==> config.mk <==
export PLATFORM = sky130hd
export DESIGN_NAME = pipelined_control_unit
export DESIGN_NICKNAME = d
export VERILOG_FILES = /design/src/rtl/cu_pkg.sv /design/src/rtl/cu_decode.sv /design/src/rtl/pipelined_control_unit.sv
export SDC_FILE = /design/constraint.sdc
export NUM_CORES = 1
export LEC_CHECK = 0
export BUFFER_PORTS_ARGS = -buffer_cell sky130_fd_sc_hd__buf_4
export CORE_MARGIN = 4
export CORE_UTILIZATION = 40
export DETAILED_ROUTE_END_ITERATION = 6
export GPL_TIMING_DRIVEN = 0
export MAX_ROUTING_LAYER = met4
export PLACE_DENSITY = 0.73
export SLEW_MARGIN = 30
export SYNTH_ARGS = -nofsm -noshare
export SYNTH_HDL_FRONTEND = slang
export SYNTH_SLANG_ARGS = --single-unit
==> constraint.sdc <==
create_clock -name clk -period 1.8 [get_ports clk]
set_clock_uncertainty 0.05 [all_clocks]
set_input_delay 0.36 -clock clk [delete_from_list [all_inputs] [get_ports clk]]
set_output_delay 0.36 -clock clk [all_outputs]
set_load 0.005 [all_outputs]
==> src/rtl/cu_pkg.sv <==
// Shared constants and types for the pipelined control unit.
package cu_pkg;

  // Instruction modes
  localparam logic [1:0] MODE_DP  = 2'b00;
  localparam logic [1:0] MODE_MEM = 2'b01;
  localparam logic [1:0] MODE_BR  = 2'b10;

  // Data-processing opcodes
  localparam logic [3:0] OP_MOV = 4'b1101;
  localparam logic [3:0] OP_MVN = 4'b1111;
  localparam logic [3:0] OP_ADD = 4'b0100;
  localparam logic [3:0] OP_ADC = 4'b0101;
  localparam logic [3:0] OP_SUB = 4'b0010;
  localparam logic [3:0] OP_SBC = 4'b0110;
  localparam logic [3:0] OP_AND = 4'b0000;
  localparam logic [3:0] OP_ORR = 4'b1100;
  localparam logic [3:0] OP_EOR = 4'b0001;
  localparam logic [3:0] OP_CMP = 4'b1010;
  localparam logic [3:0] OP_TST = 4'b1000;

  // ALU commands
  localparam logic [3:0] EXE_NOP = 4'b0000;
  localparam logic [3:0] EXE_MOV = 4'b0001;
  localparam logic [3:0] EXE_ADD = 4'b0010;
  localparam logic [3:0] EXE_ADC = 4'b0011;
  localparam logic [3:0] EXE_SUB = 4'b0100;
  localparam logic [3:0] EXE_SBC = 4'b0101;
  localparam logic [3:0] EXE_AND = 4'b0110;
  localparam logic [3:0] EXE_ORR = 4'b0111;
  localparam logic [3:0] EXE_EOR = 4'b1000;
  localparam logic [3:0] EXE_MVN = 4'b1001;
  localparam logic [3:0] EXE_MUL = 4'b1010;

  // Multi-cycle sequencer states
  typedef enum logic {IDLE, BUSY} state_t;

  // Control word carried through the ID/EX register
  typedef struct packed {
    logic [3:0] exe;
    logic       mem_r;
    logic       mem_w;
    logic       wb;
    logic       b;
    logic       s;
  } ctrl_t;

endpackage

==> src/rtl/cu_decode.sv <==
// Combinational instruction decoder: mode/op_code/S/is_mul -> control word.
module cu_decode
  import cu_pkg::*;
(
  input  logic [1:0] mode,
  input  logic [3:0] op_code,
  input  logic       s,
  input  logic       is_mul,
  output ctrl_t      ctrl
);

  // Decode the instruction fields; reserved mode yields a bubble
  always_comb begin
    ctrl = '0;
    case (mode)
      MODE_DP: begin
        if (is_mul) begin
          ctrl.exe = EXE_MUL;
          ctrl.wb  = 1'b1;
          ctrl.s   = s;
        end else begin
          ctrl.wb = 1'b1;
          ctrl.s  = s;
          case (op_code)
            OP_MOV:  ctrl.exe = EXE_MOV;
            OP_MVN:  ctrl.exe = EXE_MVN;
            OP_ADD:  ctrl.exe = EXE_ADD;
            OP_ADC:  ctrl.exe = EXE_ADC;
            OP_SUB:  ctrl.exe = EXE_SUB;
            OP_SBC:  ctrl.exe = EXE_SBC;
            OP_AND:  ctrl.exe = EXE_AND;
            OP_ORR:  ctrl.exe = EXE_ORR;
            OP_EOR:  ctrl.exe = EXE_EOR;
            OP_CMP: begin
              ctrl.exe = EXE_SUB;
              ctrl.wb  = 1'b0;
              ctrl.s   = 1'b1;
            end
            OP_TST: begin
              ctrl.exe = EXE_AND;
              ctrl.wb  = 1'b0;
              ctrl.s   = 1'b1;
            end
            default: ctrl.exe = EXE_NOP;
          endcase
        end
      end
      MODE_MEM: begin
        ctrl.exe   = EXE_ADD;
        ctrl.mem_r = s;
        ctrl.mem_w = ~s;
        ctrl.wb    = s;
      end
      MODE_BR: begin
        ctrl.b = 1'b1;
      end
      default: ctrl = '0;
    endcase
  end

endmodule

==> src/rtl/pipelined_control_unit.sv <==
// ID/EX control register with valid/condition gating, freeze/flush and a
// multi-cycle MUL sequencer that holds EX and requests a stall.
module pipelined_control_unit
  import cu_pkg::*;
#(
  parameter int EXE_W   = 4,  // >= 4, upper bits zero
  parameter int MUL_LAT = 3,  // >= 1
  parameter int CNT_W   = 4   // 2**CNT_W > MUL_LAT
) (
  input  logic             clk,
  input  logic             rst,
  input  logic             freeze,
  input  logic             flush,
  input  logic             valid_in,
  input  logic             cond_pass,
  input  logic [1:0]       mode,
  input  logic [3:0]       op_code,
  input  logic             s,
  input  logic             is_mul,
  output logic [EXE_W-1:0] exe_cmd_q,
  output logic             mem_r_en_q,
  output logic             mem_w_en_q,
  output logic             wb_en_q,
  output logic             b_q,
  output logic             s_q,
  output logic             mul_busy
);

  // A single-cycle MUL never enters BUSY
  localparam bit MULTI_CYCLE = (MUL_LAT > 1);
  localparam logic [CNT_W-1:0] CNT_LOAD = CNT_W'(MUL_LAT - 1);

  ctrl_t            dec_word;
  ctrl_t            gated_word;
  logic             mul_hit;
  ctrl_t            word_reg, word_next;
  state_t           state_reg, state_next;
  logic [CNT_W-1:0] cnt_reg, cnt_next;

  cu_decode u_decode (
    .mode    (mode),
    .op_code (op_code),
    .s       (s),
    .is_mul  (is_mul),
    .ctrl    (dec_word)
  );

  // Squash instructions that are not valid or fail their condition
  always_comb begin
    gated_word = (valid_in && cond_pass) ? dec_word : '0;
    mul_hit    = valid_in && cond_pass && (mode == MODE_DP) && is_mul;
  end

  // Next-state logic: flush > BUSY countdown > freeze hold > load
  always_comb begin
    word_next  = word_reg;
    state_next = state_reg;
    cnt_next   = cnt_reg;
    if (flush) begin
      word_next  = '0;
      state_next = IDLE;
      cnt_next   = '0;
    end else if (state_reg == BUSY) begin
      cnt_next = cnt_reg - 1'b1;
      if (cnt_reg == CNT_W'(1)) begin
        // Last EX cycle of the MUL: result becomes writable
        word_next.wb = 1'b1;
        state_next   = IDLE;
      end
    end else if (!freeze) begin
      word_next = gated_word;
      if (mul_hit && MULTI_CYCLE) begin
        word_next.wb = 1'b0;
        cnt_next     = CNT_LOAD;
        state_next   = BUSY;
      end
    end
  end

  // State and control register with synchronous active-low reset
  always_ff @(posedge clk) begin
    if (!rst) begin
      word_reg  <= '0;
      state_reg <= IDLE;
      cnt_reg   <= '0;
    end else begin
      word_reg  <= word_next;
      state_reg <= state_next;
      cnt_reg   <= cnt_next;
    end
  end

  // Drive the registered control word onto the EX/MEM/WB ports
  always_comb begin
    exe_cmd_q  = EXE_W'(word_reg.exe);
    mem_r_en_q = word_reg.mem_r;
    mem_w_en_q = word_reg.mem_w;
    wb_en_q    = word_reg.wb;
    b_q        = word_reg.b;
    s_q        = word_reg.s;
    mul_busy   = (state_reg == BUSY);
  end

endmodule

# Word-level counts from Yosys, hierarchy flattened
# Index checks and enable logic that the tools add are counted.
dict set report word_totals {
  regBits 14
  input_bits 14
  out_inout_bits 10
}
dict set report op_classes {
  add_sub_neg 1
  n_eq_ne 15
  mux 23
  bitwise 4
  reduce_logical 13
}
# op count
set ops {}
lappend ops {{$pmux W4 S9} 1}
lappend ops {{$eq A4 B4 Y1 const B} 5}
lappend ops {{$mux W4} 4}
lappend ops {{$mux W1} 13}
lappend ops {{$eq A4 B3 Y1 const B} 3}
lappend ops {{$mux W9} 1}
lappend ops {{$eq A4 B1 Y1 const B} 2}
lappend ops {{$pmux W4 S2} 1}
lappend ops {{$reduce_or A2 Y1} 4}
lappend ops {{$reduce_and A2 Y1} 3}
lappend ops {{$eq A4 B2 Y1 const B} 1}
lappend ops {{$logic_not A4 Y1} 1}
lappend ops {{$ne A2 B1 Y1 const B} 2}
lappend ops {{$not A1 Y1} 4}
lappend ops {{$sub A4 B1 Y4 const B} 1}
lappend ops {{$logic_and A1 B1 Y1} 3}
lappend ops {{$mux W3} 1}
lappend ops {{$eq A2 B1 Y1 const B} 1}
lappend ops {{$eq A2 B2 Y1 const B} 1}
lappend ops {{$logic_not A2 Y1} 1}
lappend ops {{$mux W2} 1}
lappend ops {{$pmux W1 S2} 1}
lappend ops {{$reduce_bool A2 Y1} 1}

# Depth between registers and ports, before layout
dict set report depth {
  depth_word 9
  ltp_mapped 6
}

# Modules after synthesis
# A second synthesis with hierarchy kept.
dict set report hier_totals {
  cells_unflattened 90
  area_unflattened_um2 762.0
}
# module n_inst cells_per_inst area_each_um2 seq_area_each_um2
set by_module_without_submodules {}
lappend by_module_without_submodules {pipelined_control_unit 1 65 598.1 280.3}
lappend by_module_without_submodules {cu_decode 1 25 163.9 0.0}

# Worst setup path before layout
# OpenSTA, ideal clock, no wires.
dict set report synth_timing {
  path_type {input port to flip-flop}
  startpoint {input port op_code[0]}
  endpoint {register word_reg, in the netlist wb_en_q}
  setup_ns 0.138
  t_arrival_ns 1.254
  t_required_ns 1.612
  path_slack_ns 0.358
  stages 4
  cell_sequence {clkbuf_1 -> or4b_1 -> a31oi_1 -> a2111oi_0}
}
dict set report synth_between {
  elab_chain_len 9
  elab_cells_between_ends 10
}
# item line
set synth_rtl {}
lappend synth_rtl {{start: declaration} pipelined_control_unit.sv:17} ;# input logic [3:0] op_code,
lappend synth_rtl {{$eq A4 B4 Y1} cu_decode.sv:24} ;# case (op_code)
lappend synth_rtl {{$reduce_or A2 Y1 (no source line) *} n/a}
lappend synth_rtl {{$mux W1 *} cu_decode.sv:24}
lappend synth_rtl {{$mux W1 *} cu_decode.sv:17} ;# if (is_mul) begin
lappend synth_rtl {{$pmux W1 S2 *} cu_decode.sv:15} ;# case (mode)
lappend synth_rtl {{$mux W9 *} pipelined_control_unit.sv:50} ;# gated_word = (valid_in && cond_pass) ? dec_word : '0;
lappend synth_rtl {{$mux W1 *} pipelined_control_unit.sv:72} ;# if (mul_hit && MULTI_CYCLE) begin
lappend synth_rtl {{$mux W3 *} pipelined_control_unit.sv:70} ;# end else if (!freeze) begin
lappend synth_rtl {{$mux W1 *} pipelined_control_unit.sv:63} ;# end else if (state_reg == BUSY) begin
lappend synth_rtl {{end signal: assignment} pipelined_control_unit.sv:87} ;# word_reg <= word_next;
lappend synth_rtl {{end: declaration} pipelined_control_unit.sv:36} ;# ctrl_t word_reg, word_next;
# Every way passes the cells marked *; elsewhere a longest branch is shown, timed or not. The select of a mux whose other input is x is not followed.
# A chain may end at the register's enable or synchronous reset.

# Worst setup path in the final report
dict set report layout_timing {
  startpoint {register state_reg, in the netlist mul_busy}
  endpoint {register word_reg, in the netlist exe_cmd_q[2]}
}
dict set report layout_between {
  elab_chain_len 2
}
# item line
set layout_rtl {}
lappend layout_rtl {{start: declaration} pipelined_control_unit.sv:37} ;# state_t state_reg, state_next;
lappend layout_rtl {{start signal: assignment} pipelined_control_unit.sv:88} ;# state_reg <= state_next;
lappend layout_rtl {{$not A1 Y1 (no source line)} n/a}
lappend layout_rtl {{$reduce_and A2 Y1 (no source line)} n/a}
# Every way passes these cells.

==> metrics <==
crit path capture exe_cmd_q[2]; RSZ-0062 raised after global routing no; drt pass-1 iters 4; Syn Inst Count 92; largest family of logic cells by synthesized area simple AND/OR/NAND/NOR gates; Final Hold Viols 0; Initial Util 0.433; Gate power share 0.131; DR vias/cell 5.18; area grow syn2layout 28.5%; synthesized flop and latch total 14; Final min period 1490 ps; pwr dens 631 nW/um^2; P_sw 0.150 mW; cells on worst reg2reg path 5; Peak VDD IR 0.381 mV; critical-path cell list or2_1 -> buf_6 -> nor4_4 -> nand4_2 -> o31ai_2; deepest clock path buffer count 2; yosys warns 0; cell-internal power 0.470 mW; via count 731; largest net degree at the start of global routing 11; relative slew slack 0.687; Final Total Pwr 0.620 mW; top-area cell type share of the netlist area 0.367; DRC Markers 0; Clk pwr share 0.365; initial antenna violation count 0; P_leak 0.368 nW; post-synthesis mux area share 0.0131; Finish-stage setup viols 0; GR Util All Layers 0.143; first-pass GRT wire length 2.92 mm; pins over their slew limit 0; CTS Hold Bufs 0; Critical Path Source mul_busy; worst reg2reg endpoint exe_cmd_q[2]; FF+latch area 280 um^2; # clock sinks 14; setup TNS 0 ps; Seq/Total Area, Yosys 0.367; number of port buffers 20; WL per Instance 12.1 um; share of power burned in registers 0.504; Clock Latency Late Sink 270 ps; antenna cells 0; Clock Root Buffer clkbuf_4; die footprint 2670 um^2; Slew @ Worst Pin 470 ps; Reg2Reg Setup Slack 310 ps; CTS tree yes; # rows 15; HPWL Detailed 1.31 mm; crit path capture type flop; max-cap violations 0; Post CTS Setup Buffer Count 0; Initial DRC Count 16; CTS HTree Levels 1; sw frac 0.241; Final Cycle Share 0.830; status finished clean; Chip Height 51.7 um; largest area contributor in the netlist dfxtp_1; Synth cell types 35; slowest stage delay, CP 330 ps; post-CTS resize count 0; Placer Congestion 0.753; Post-Syn Area 764 um^2; Compound-Gate Fraction of Synth Area 0.214; vias in the first global route 689; Clk pin slew, worst setup/hold paths 90 ps; Routed Antenna Nets 0; Post-Synth Adder-Cell Area 0.0327; syn nets 108; core box area 1760 um^2; layout cells sized above 1 0.267; WP data required 1950 ps; IO Count 24; DP Area 946 um^2; total grt overflow 0; CP Class flop to flop; Synth area leaders dfxtp_1 (37%), a21oi_1 (5.2%), nand2_1 (4.9%); CP max FO 9; die width 51.7 um; CTS buffer count 3; Syn Area/Cell 8.31 um^2; Worst Setup Slack, final 306 ps; post-synthesis simple-gate area fraction 0.300; drt total wl 1.71 mm; area of the multi-input gates 437 um^2; pre-CTS WS 156 ps; Worst R2R Start mul_busy; hold slack 290 ps; filler instances 175; Nets 133; type of the worst min-delay path primary input to flop; fin area 982 um^2; Peak Freq 0.669 GHz; Synth Area in XOR/XNOR 0.0115; Worst path slowest cell dfxtp_1; Worst EP arrival 1640 ps; Worst setup SP type flop
through the flow:
step                std cells  utilization
finish                    141        0.557
global route              141        0.557
CTS                       141        0.557
detailed placement        137        0.536
global placement          137        0.536
floorplan                  92            -
power groups by stage:
stage / clock, mW / sequential (mW) / combinational, mW
floorplan: 0 / 0.320 / 0.0438
global placement: 0 / 0.320 / 0.0793
detailed placement: 0 / 0.320 / 0.0806
CTS: 0.230 / 0.313 / 0.0810
global route: 0.238 / 0.313 / 0.0900
finish: 0.226 / 0.313 / 0.0813
synthesized netlist by cell type:
master     number
dfxtp_1        14
nand2_1        10
nor2_1          9
a21oi_1         8
nand2b_1        5
clkbuf_1        4
nor3_1          4
inv_1           3
o21ai_0         3
a311oi_1        2
a31oi_1         2
buf_2           2
ha_1            2
nand3_1         2
o211ai_1        2
a2111oi_0       1
a21boi_0        1
a221oi_1        1
a31o_2          1
a32oi_1         1
and3b_1         1
buf_6           1
mux2i_1         1
nand3b_1        1
nand4_1         1
nand4_2         1
nand4b_1        1
nor4_4          1
nor4b_1         1
o311ai_0        1
o31ai_2         1
or2_1           1
or3_1           1
or4b_1          1
xor2_1          1
critical path, delay by kind of cell (launching register included):
kind,cells,cell delay (ps)
simple gates,3,680
flops,1,330
buf+inv,1,140
compound gates,1,220
final cells by class:
type | instances | share of cell area
buffer | 7 | 0.0369
inverter | 3 | 0.0115
sequential | 14 | 0.285
clock buffer | 4 | 0.0369
multi-input combinational | 68 | 0.445
tap | 25 | 0.0318
timing repair buffer | 20 | 0.153
worst min-delay path by stage:
stage,from,endpoint,slack (ps),depth (start not counted)
after detailed placement,b_q,b_q,400,2
after CTS,is_mul,wb_en_q,280,2
after global routing,is_mul,wb_en_q,310,2
after global placement,exe_cmd_q[1],exe_cmd_q[1],390,2
after floorplan,b_q,b_q,400,2
final,is_mul,wb_en_q,290,2
cells in the final DEF (no fill, tap or decap), types with 2 or more instances in the layout:
master    instances
ha_1              2
buf_4            20
nor3_1            4
a21oi_1           8
o21ai_0           3
dfxtp_1          14
a31oi_1           2
inv_1             3
nor2_1            9
o211ai_1          2
clkbuf_4          3
nand3_1           2
a311oi_1          2
nand2_1          10
nand2b_1          5
clkbuf_1          4
buf_2             2
kinds of logic after synthesis:
group | Yosys count
AO/OA/AOI/OAI | 24
multiplexers | 1
flip-flops | 14
adder cells (fa/ha/maj) | 2
XOR/XNOR | 1
AND/OR/NAND/NOR | 40
buffers and inverters | 10
routing by layer:
layer,part of all wire,track usage,up-vias,wire (um)
met2,0.48,0.235,18,828
met5,0,-,-,0
met4,0.013,0.0655,0,22
met1,0.46,0.177,330,788
li1,-,-,381,-
met3,0.043,0.0115,2,74
Power figures use the tool's default switching activity.
